`config.mk`:
```
export PLATFORM = sky130hd
export DESIGN_NAME = axi_lite_master
export DESIGN_NICKNAME = d
export VERILOG_FILES = /design/src/rtl/axi_lite_master.sv
export SDC_FILE = /design/constraint.sdc
export NUM_CORES = 1
export LEC_CHECK = 0
export ABC_AREA = 1
export CAP_MARGIN = 20
export CORE_MARGIN = 1.5
export CORE_UTILIZATION = 39
export CTS_CLUSTER_SIZE = 28
export DETAILED_ROUTE_END_ITERATION = 12
export PLACE_DENSITY = 0.82
export SLEW_MARGIN = 15
export SYNTH_ARGS = -nofsm -noshare
export SYNTH_HDL_FRONTEND = slang
export SYNTH_SLANG_ARGS = --single-unit
```
`constraint.sdc`:
```
create_clock -name clk -period 4.2 [get_ports clk]
set_clock_uncertainty 0.1 [all_clocks]
set_input_delay 0.84 -clock clk [delete_from_list [all_inputs] [get_ports clk]]
set_output_delay 0.84 -clock clk [all_outputs]
set_load 0.01 [all_outputs]
```
`src/rtl/axi_lite_master.sv`:
```
// Purpose: bridges a single-outstanding core load/store port onto an AXI4-Lite master.
// Latency: accept -> resp_valid in 3 cycles minimum; each slave stall cycle adds one.
// Backpressure: req_ready low while a transaction is in flight; core holds req_valid.
//
// Ports: clk/rst (async active-high); req_* core request in, req_ready out;
//        resp_valid/resp_rdata/resp_err completion out; m_axi_* AR/R/AW/W/B channels.
// Build option: define AXI_RESP_CHECK_EN to report non-OKAY rresp/bresp on resp_err;
//        when undefined, resp_err is always 0 and rresp/bresp are ignored.
module axi_lite_master (
    input  logic        clk,
    input  logic        rst,
    input  logic        req_valid,
    output logic        req_ready,
    input  logic        req_we,
    input  logic [31:0] req_addr,
    input  logic [31:0] req_wdata,
    input  logic [3:0]  req_wstrb,
    output logic        resp_valid,
    output logic [31:0] resp_rdata,
    output logic        resp_err,
    output logic [31:0] m_axi_araddr,
    output logic        m_axi_arvalid,
    output logic [2:0]  m_axi_arprot,
    input  logic        m_axi_arready,
    input  logic [31:0] m_axi_rdata,
    input  logic [1:0]  m_axi_rresp,
    input  logic        m_axi_rvalid,
    output logic        m_axi_rready,
    output logic [31:0] m_axi_awaddr,
    output logic        m_axi_awvalid,
    output logic [2:0]  m_axi_awprot,
    input  logic        m_axi_awready,
    output logic [31:0] m_axi_wdata,
    output logic [3:0]  m_axi_wstrb,
    output logic        m_axi_wvalid,
    input  logic        m_axi_wready,
    input  logic [1:0]  m_axi_bresp,
    input  logic        m_axi_bvalid,
    output logic        m_axi_bready
);

    typedef enum logic [2:0] {IDLE, RD_ADDR, RD_DATA, WR_REQ, WR_RESP} state_t;

    state_t      state_q, state_d;
    logic [31:0] addr_q, addr_d;
    logic [31:0] wdata_q, wdata_d;
    logic [3:0]  wstrb_q, wstrb_d;
    logic        aw_done_q, aw_done_d;
    logic        w_done_q, w_done_d;
    logic        resp_valid_q, resp_valid_d;
    logic [31:0] resp_rdata_q, resp_rdata_d;
    logic        resp_err_q, resp_err_d;
    logic        rd_err, wr_err;

`ifdef AXI_RESP_CHECK_EN
    assign rd_err = (m_axi_rresp != 2'b00);
    assign wr_err = (m_axi_bresp != 2'b00);
`else
    assign rd_err = 1'b0;
    assign wr_err = 1'b0;
    logic unused_resp;
    assign unused_resp = ^{m_axi_rresp, m_axi_bresp};
`endif

    // All AXI outputs decode from registered state so no input reaches an output
    // combinationally. aw/w valids fall the cycle after their own handshake.
    assign req_ready     = (state_q == IDLE) && !rst;
    assign m_axi_arvalid = (state_q == RD_ADDR);
    assign m_axi_rready  = (state_q == RD_DATA);
    assign m_axi_awvalid = (state_q == WR_REQ) && !aw_done_q;
    assign m_axi_wvalid  = (state_q == WR_REQ) && !w_done_q;
    assign m_axi_bready  = (state_q == WR_RESP);
    assign m_axi_araddr  = addr_q;
    assign m_axi_awaddr  = addr_q;
    assign m_axi_wdata   = wdata_q;
    assign m_axi_wstrb   = wstrb_q;
    assign m_axi_arprot  = 3'b000;
    assign m_axi_awprot  = 3'b000;
    assign resp_valid    = resp_valid_q;
    assign resp_rdata    = resp_rdata_q;
    assign resp_err      = resp_err_q;

    always_comb begin
        state_d      = state_q;
        addr_d       = addr_q;
        wdata_d      = wdata_q;
        wstrb_d      = wstrb_q;
        aw_done_d    = aw_done_q;
        w_done_d     = w_done_q;
        resp_valid_d = 1'b0;
        resp_rdata_d = resp_rdata_q;
        resp_err_d   = 1'b0;
        case (state_q)
            IDLE: begin
                if (req_valid) begin
                    addr_d    = {req_addr[31:2], 2'b00};
                    wdata_d   = req_wdata;
                    wstrb_d   = req_wstrb;
                    aw_done_d = 1'b0;
                    w_done_d  = 1'b0;
                    state_d   = req_we ? WR_REQ : RD_ADDR;
                end
            end
            RD_ADDR: begin
                if (m_axi_arready) state_d = RD_DATA;
            end
            RD_DATA: begin
                if (m_axi_rvalid) begin
                    resp_rdata_d = m_axi_rdata;
                    resp_err_d   = rd_err;
                    resp_valid_d = 1'b1;
                    state_d      = IDLE;
                end
            end
            WR_REQ: begin
                if (m_axi_awvalid && m_axi_awready) aw_done_d = 1'b1;
                if (m_axi_wvalid && m_axi_wready)   w_done_d  = 1'b1;
                // Both channels may complete in either order or together.
                if (aw_done_d && w_done_d) begin
                    aw_done_d = 1'b0;
                    w_done_d  = 1'b0;
                    state_d   = WR_RESP;
                end
            end
            WR_RESP: begin
                if (m_axi_bvalid) begin
                    resp_err_d   = wr_err;
                    resp_valid_d = 1'b1;
                    state_d      = IDLE;
                end
            end
            default: state_d = IDLE;
        endcase
    end

    always_ff @(posedge clk or posedge rst) begin
        if (rst) begin
            state_q      <= IDLE;
            addr_q       <= '0;
            wdata_q      <= '0;
            wstrb_q      <= '0;
            aw_done_q    <= 1'b0;
            w_done_q     <= 1'b0;
            resp_valid_q <= 1'b0;
            resp_rdata_q <= '0;
            resp_err_q   <= 1'b0;
        end else begin
            state_q      <= state_d;
            addr_q       <= addr_d;
            wdata_q      <= wdata_d;
            wstrb_q      <= wstrb_d;
            aw_done_q    <= aw_done_d;
            w_done_q     <= w_done_d;
            resp_valid_q <= resp_valid_d;
            resp_rdata_q <= resp_rdata_d;
            resp_err_q   <= resp_err_d;
        end
    end

endmodule

```
# Word-level counts from Yosys, hierarchy flattened
# Cells that the tools add are included.
# word_totals
elab_cells,51
out_inout_bits,146
register_bits,104
in_bits,113
# classes
n_eq_ne,9
reduce_logical,15
n_mux,19
# op_table
operator,count
2-to-1 mux 3 bit,5
one-hot mux 3 bit (5 select lines),1
2-to-1 mux 1 bit,9
== test 3 x 2 -> 1 bit (second input constant),2
logical AND 1 bit,6
!= test 2 bit (second input constant),3
one-hot mux 1 bit (2 select lines),3
AND reduction 2 bit,3
AND reduction 5 bit,1
!= test 2 x 1 -> 1 bit (second input constant),2
== test 3 x 1 -> 1 bit (second input constant),1
== test 3 bit (second input constant),1
zero test 1 bit,3
zero test 3 bit,1
2-to-1 mux 2 bit,1
nonzero test 2 bit,1

# Logic depth before layout (Yosys ltp)
# depth
depth_word,8
depth_mapped,9

# Least setup slack after synthesis
# Ideal clock, no wire load.
# synth_timing
path_kind,input port to output port
start,in rst
end,out req_ready
path_buffers,0
setup_slack_ns,2.067
arrival_time_ns,1.193
required_time_ns,3.260
path_stages,1
cell_sequence,nor4_1
# synth_between
elab_chain_len,2
# synth_lines
element,line,source
"start, declared",11,"input logic rst,"
zero test 1 bit (no source line),n/a,
logical AND 1 bit,67,assign req_ready = (state_q == IDLE) && !rst;
"end, declared",13,"output logic req_ready,"
# Every way passes these cells.

# Worst setup path in the final report
# Same ends and word-level chain as after synthesis.

==> flow_summary.ini <==
[clocking]
insertion_delay_ns = 0.34
cts_root_buf = clkbuf_16
holdBufCountCts = 0
postCtsSetupBuffers = 0
clk_pin_slew_ns = 0.07
clkSinkCount = 104
htree_levels = 3
ctsResizeCount = 0
clock_path_buffers = 2
numCtsBuffers = 9
tritoncts = done

[synthesis]
yosysTopAreaCellShare_pct = 56.92
synthArstFlopShare_pct = 100.0
synthAdderAreaFrac_pct = 0
synth_xor_area_share_pct = 0
synth_most_common_cell = nand2_1
synth_common_cells = nand2_1 (207), nand3_1 (106), dfrtp_1 (104)
ys_seq_elements = 104
avgSynthCellArea_um2 = 8.692
syn_inst = 526
synth_enable_flop_cells = 0
yosysTopAreaCell = dfrtp_1
synth_top_family_by_area = simple AND/OR/NAND/NOR gates
yosysUniqueCellTypes = 20
ys_seq_area_share_pct = 56.92
yosys_warnings = 0
synth_compound_area_share_pct = 0.5473
synth-main-ff-cell = dfrtp_1
synth-simple-area-share_pct = 30.79
synth_area_mm2 = 0.004572
synth_area_leaders = dfrtp_1 (57%), nand2_1 (17%), nand3_1 (12%), buf_4 (7.4%), clkbuf_1 (1.1%)
synth_mux_area_share_pct = 0

[detailed_routing]
drtIter0Drc = 344
wirelength_mm = 12.80
antenna_left = 0
drt_pass1_iterations = 4
wl_per_cell_um = 14.75
via_per_inst = 4.804
routed-via-count = 4170
drc = 0

[critical_path]
max_stage_delay_ns = 0.61
cp.required_ns = 3.26
cp-start-kind = input port
cpMaxStageDelayCell = clkdlybuf4s50_1
end_kind = output pin
crit_fanout = 2
critical_path_class = in -> out
cp_cell_sequence = clkdlybuf4s50_1 -> nor4_1 -> clkdlybuf4s50_1
crit_top_cell = clkdlybuf4s50_1
crit_arrival_ns = 2.14

[global_routing]
grt.busiest_layer = met2
grt_pass1_wl_mm = 20.34
grt.met3_usage_pct = 7.709
grt_pass1_vias = 4049
grt_max_degree = 92
gr-total-overflow = 0
use_met1_pct = 24.61
grt_use_total_pct = 20.27
grt_use_met2_pct = 33.17
antenna_found_initial = 0

[floorplanning]
initial_core_util_pct = 40.04
coreArea_mm2 = 0.01142
boundaryPins = 259
die_y_um = 111.3
die_x_um = 111.3
core.rowCount = 39
dieArea_mm2 = 0.01238

[finish]
syn_to_final_growth_pct = 54.68
fin_nets = 833
final_cell_area_mm2 = 0.007072
antenna_cells = 0
drive_above_1_share_pct = 4.000
num-fill-cells = 981

[run_status]
outcome = finished, final reports clean

[power]
power_w = 0.005287
peakVddDrop_mv = 0.3824
p_per_area_mw_per_mm2 = 747.6
p_leak_nw = 3.415

[sta]
min_period_over_period_pct = 73.26
holdWs_ns = 0.3716
clock.fmax_mhz = 325.0
tightest_slew_ns = 0.7981
finalMaxSlewViolations = 0
finalSetupTns_ns = 0
slew_headroom_pct = 46.79
setup_ws_ns = 1.123
setup_viol = 0
finalHoldViolCount = 0
rsz0062_at_grt = no
fin_crit_ns = 3.077

[placed_design]
gp_congestion = 0.8973
postPlaceCellArea_mm2 = 0.006763
dpl.hpwl_mm = 9.099
portBuffers = 241
place_ws_ns = 1.155

[flow_run]
max_cap_viol_count = 0

[hold_path]
hold_path.class = reg -> reg
[routing by layer]
metal | wire length [um] | vias to the layer above | part of all wire, %
li1 | - | 1999 | -
met1 | 5378 | 1941 | 42
met2 | 5915 | 216 | 46
met3 | 1301 | 14 | 10
met4 | 204 | 0 | 1.6
met5 | 0 | - | 0
[flip-flops by register name, indices dropped and copies added (netlist names)]
name,cells
resp_rdata,32
aw_done_q,1
m_axi_wstrb,4
state_q,3
m_axi_araddr,30
resp_valid,1
m_axi_wdata,32
w_done_q,1
[kinds of logic after synthesis]
group                  Yosys count
AO/OA/AOI/OAI                    4
AND/OR/NAND/NOR                329
flip-flops                     104
other                            1
buffers and inverters           88
[worst paths after layout]
| check | start | to | slack, ns | cells after the start |
|---|---|---|---|---|
| min in group asynchronous | rst | m_axi_araddr[22]$_DFFE_PP0P_ | 0.95 | 2 |
| max in group asynchronous | rst | m_axi_araddr[5]$_DFFE_PP0P_ | 2.29 | 3 |
| setup reg to reg | state_q[1]$_DFFE_PP0P_ | resp_rdata[17]$_DFFE_PP0P_ | 2.17 | 6 |
| setup / recovery | rst | req_ready | 1.12 | 3 |
| hold / removal | m_axi_wdata[22]$_DFFE_PP0P_ | m_axi_wdata[22]$_DFFE_PP0P_ | 0.37 | 2 |
| hold reg to reg | m_axi_wdata[22]$_DFFE_PP0P_ | m_axi_wdata[22]$_DFFE_PP0P_ | 0.37 | 2 |
[cell type report]
class / instances / area [um^2] / share of cell area, %
Timing Repair Buffer: 247 / 2452 / 34.68
Tap cell: 143 / 178.9 / 2.530
Sequential cell: 104 / 2603 / 36.80
Multi-Input combinational cell: 344 / 1474 / 20.84
Clock inverter: 6 / 67.56 / 0.9554
Inverter: 14 / 57.56 / 0.8139
Clock buffer: 10 / 239.0 / 3.379
[metrics by stage]
step,cells,utilization [%]
final,868,61.93
after global routing,868,61.93
after CTS,868,61.91
after detailed placement,852,59.23
after global placement,852,59.23
after floorplan,536,-
[power by group]
group | internal (W) | total [W] | switching [W] | leakage [nW]
registers | 0.00147 | 0.00180 | 0.000329 | 1.30
logic | 0.00137 | 0.00264 | 0.00127 | 1.97
clock network | 0.000481 | 0.000847 | 0.000367 | 0.145
total | 0.00332 | 0.00529 | 0.00196 | 3.41
[critical path, delay by kind of cell]
kind / cells / cell delay (ns)
and+or+nand+nor: 1 / 0.20
buffers and inverters: 2 / 1.10
[cells in the final DEF, fill, tap and decap left out, drive strengths merged]
cell	count
clkdlybuf4s50	240
nand2	209
nand3	106
dfrtp	104
inv	15
conb	11
clkbuf	10
nor2	8
buf	7
o21ai	3
nor3	3
clkinvlp	2
clkinv	2
nor4	1
nand4	1
nand3b	1
o211a	1
bufinv	1
No activity file was read; power rests on OpenSTA's default activity.
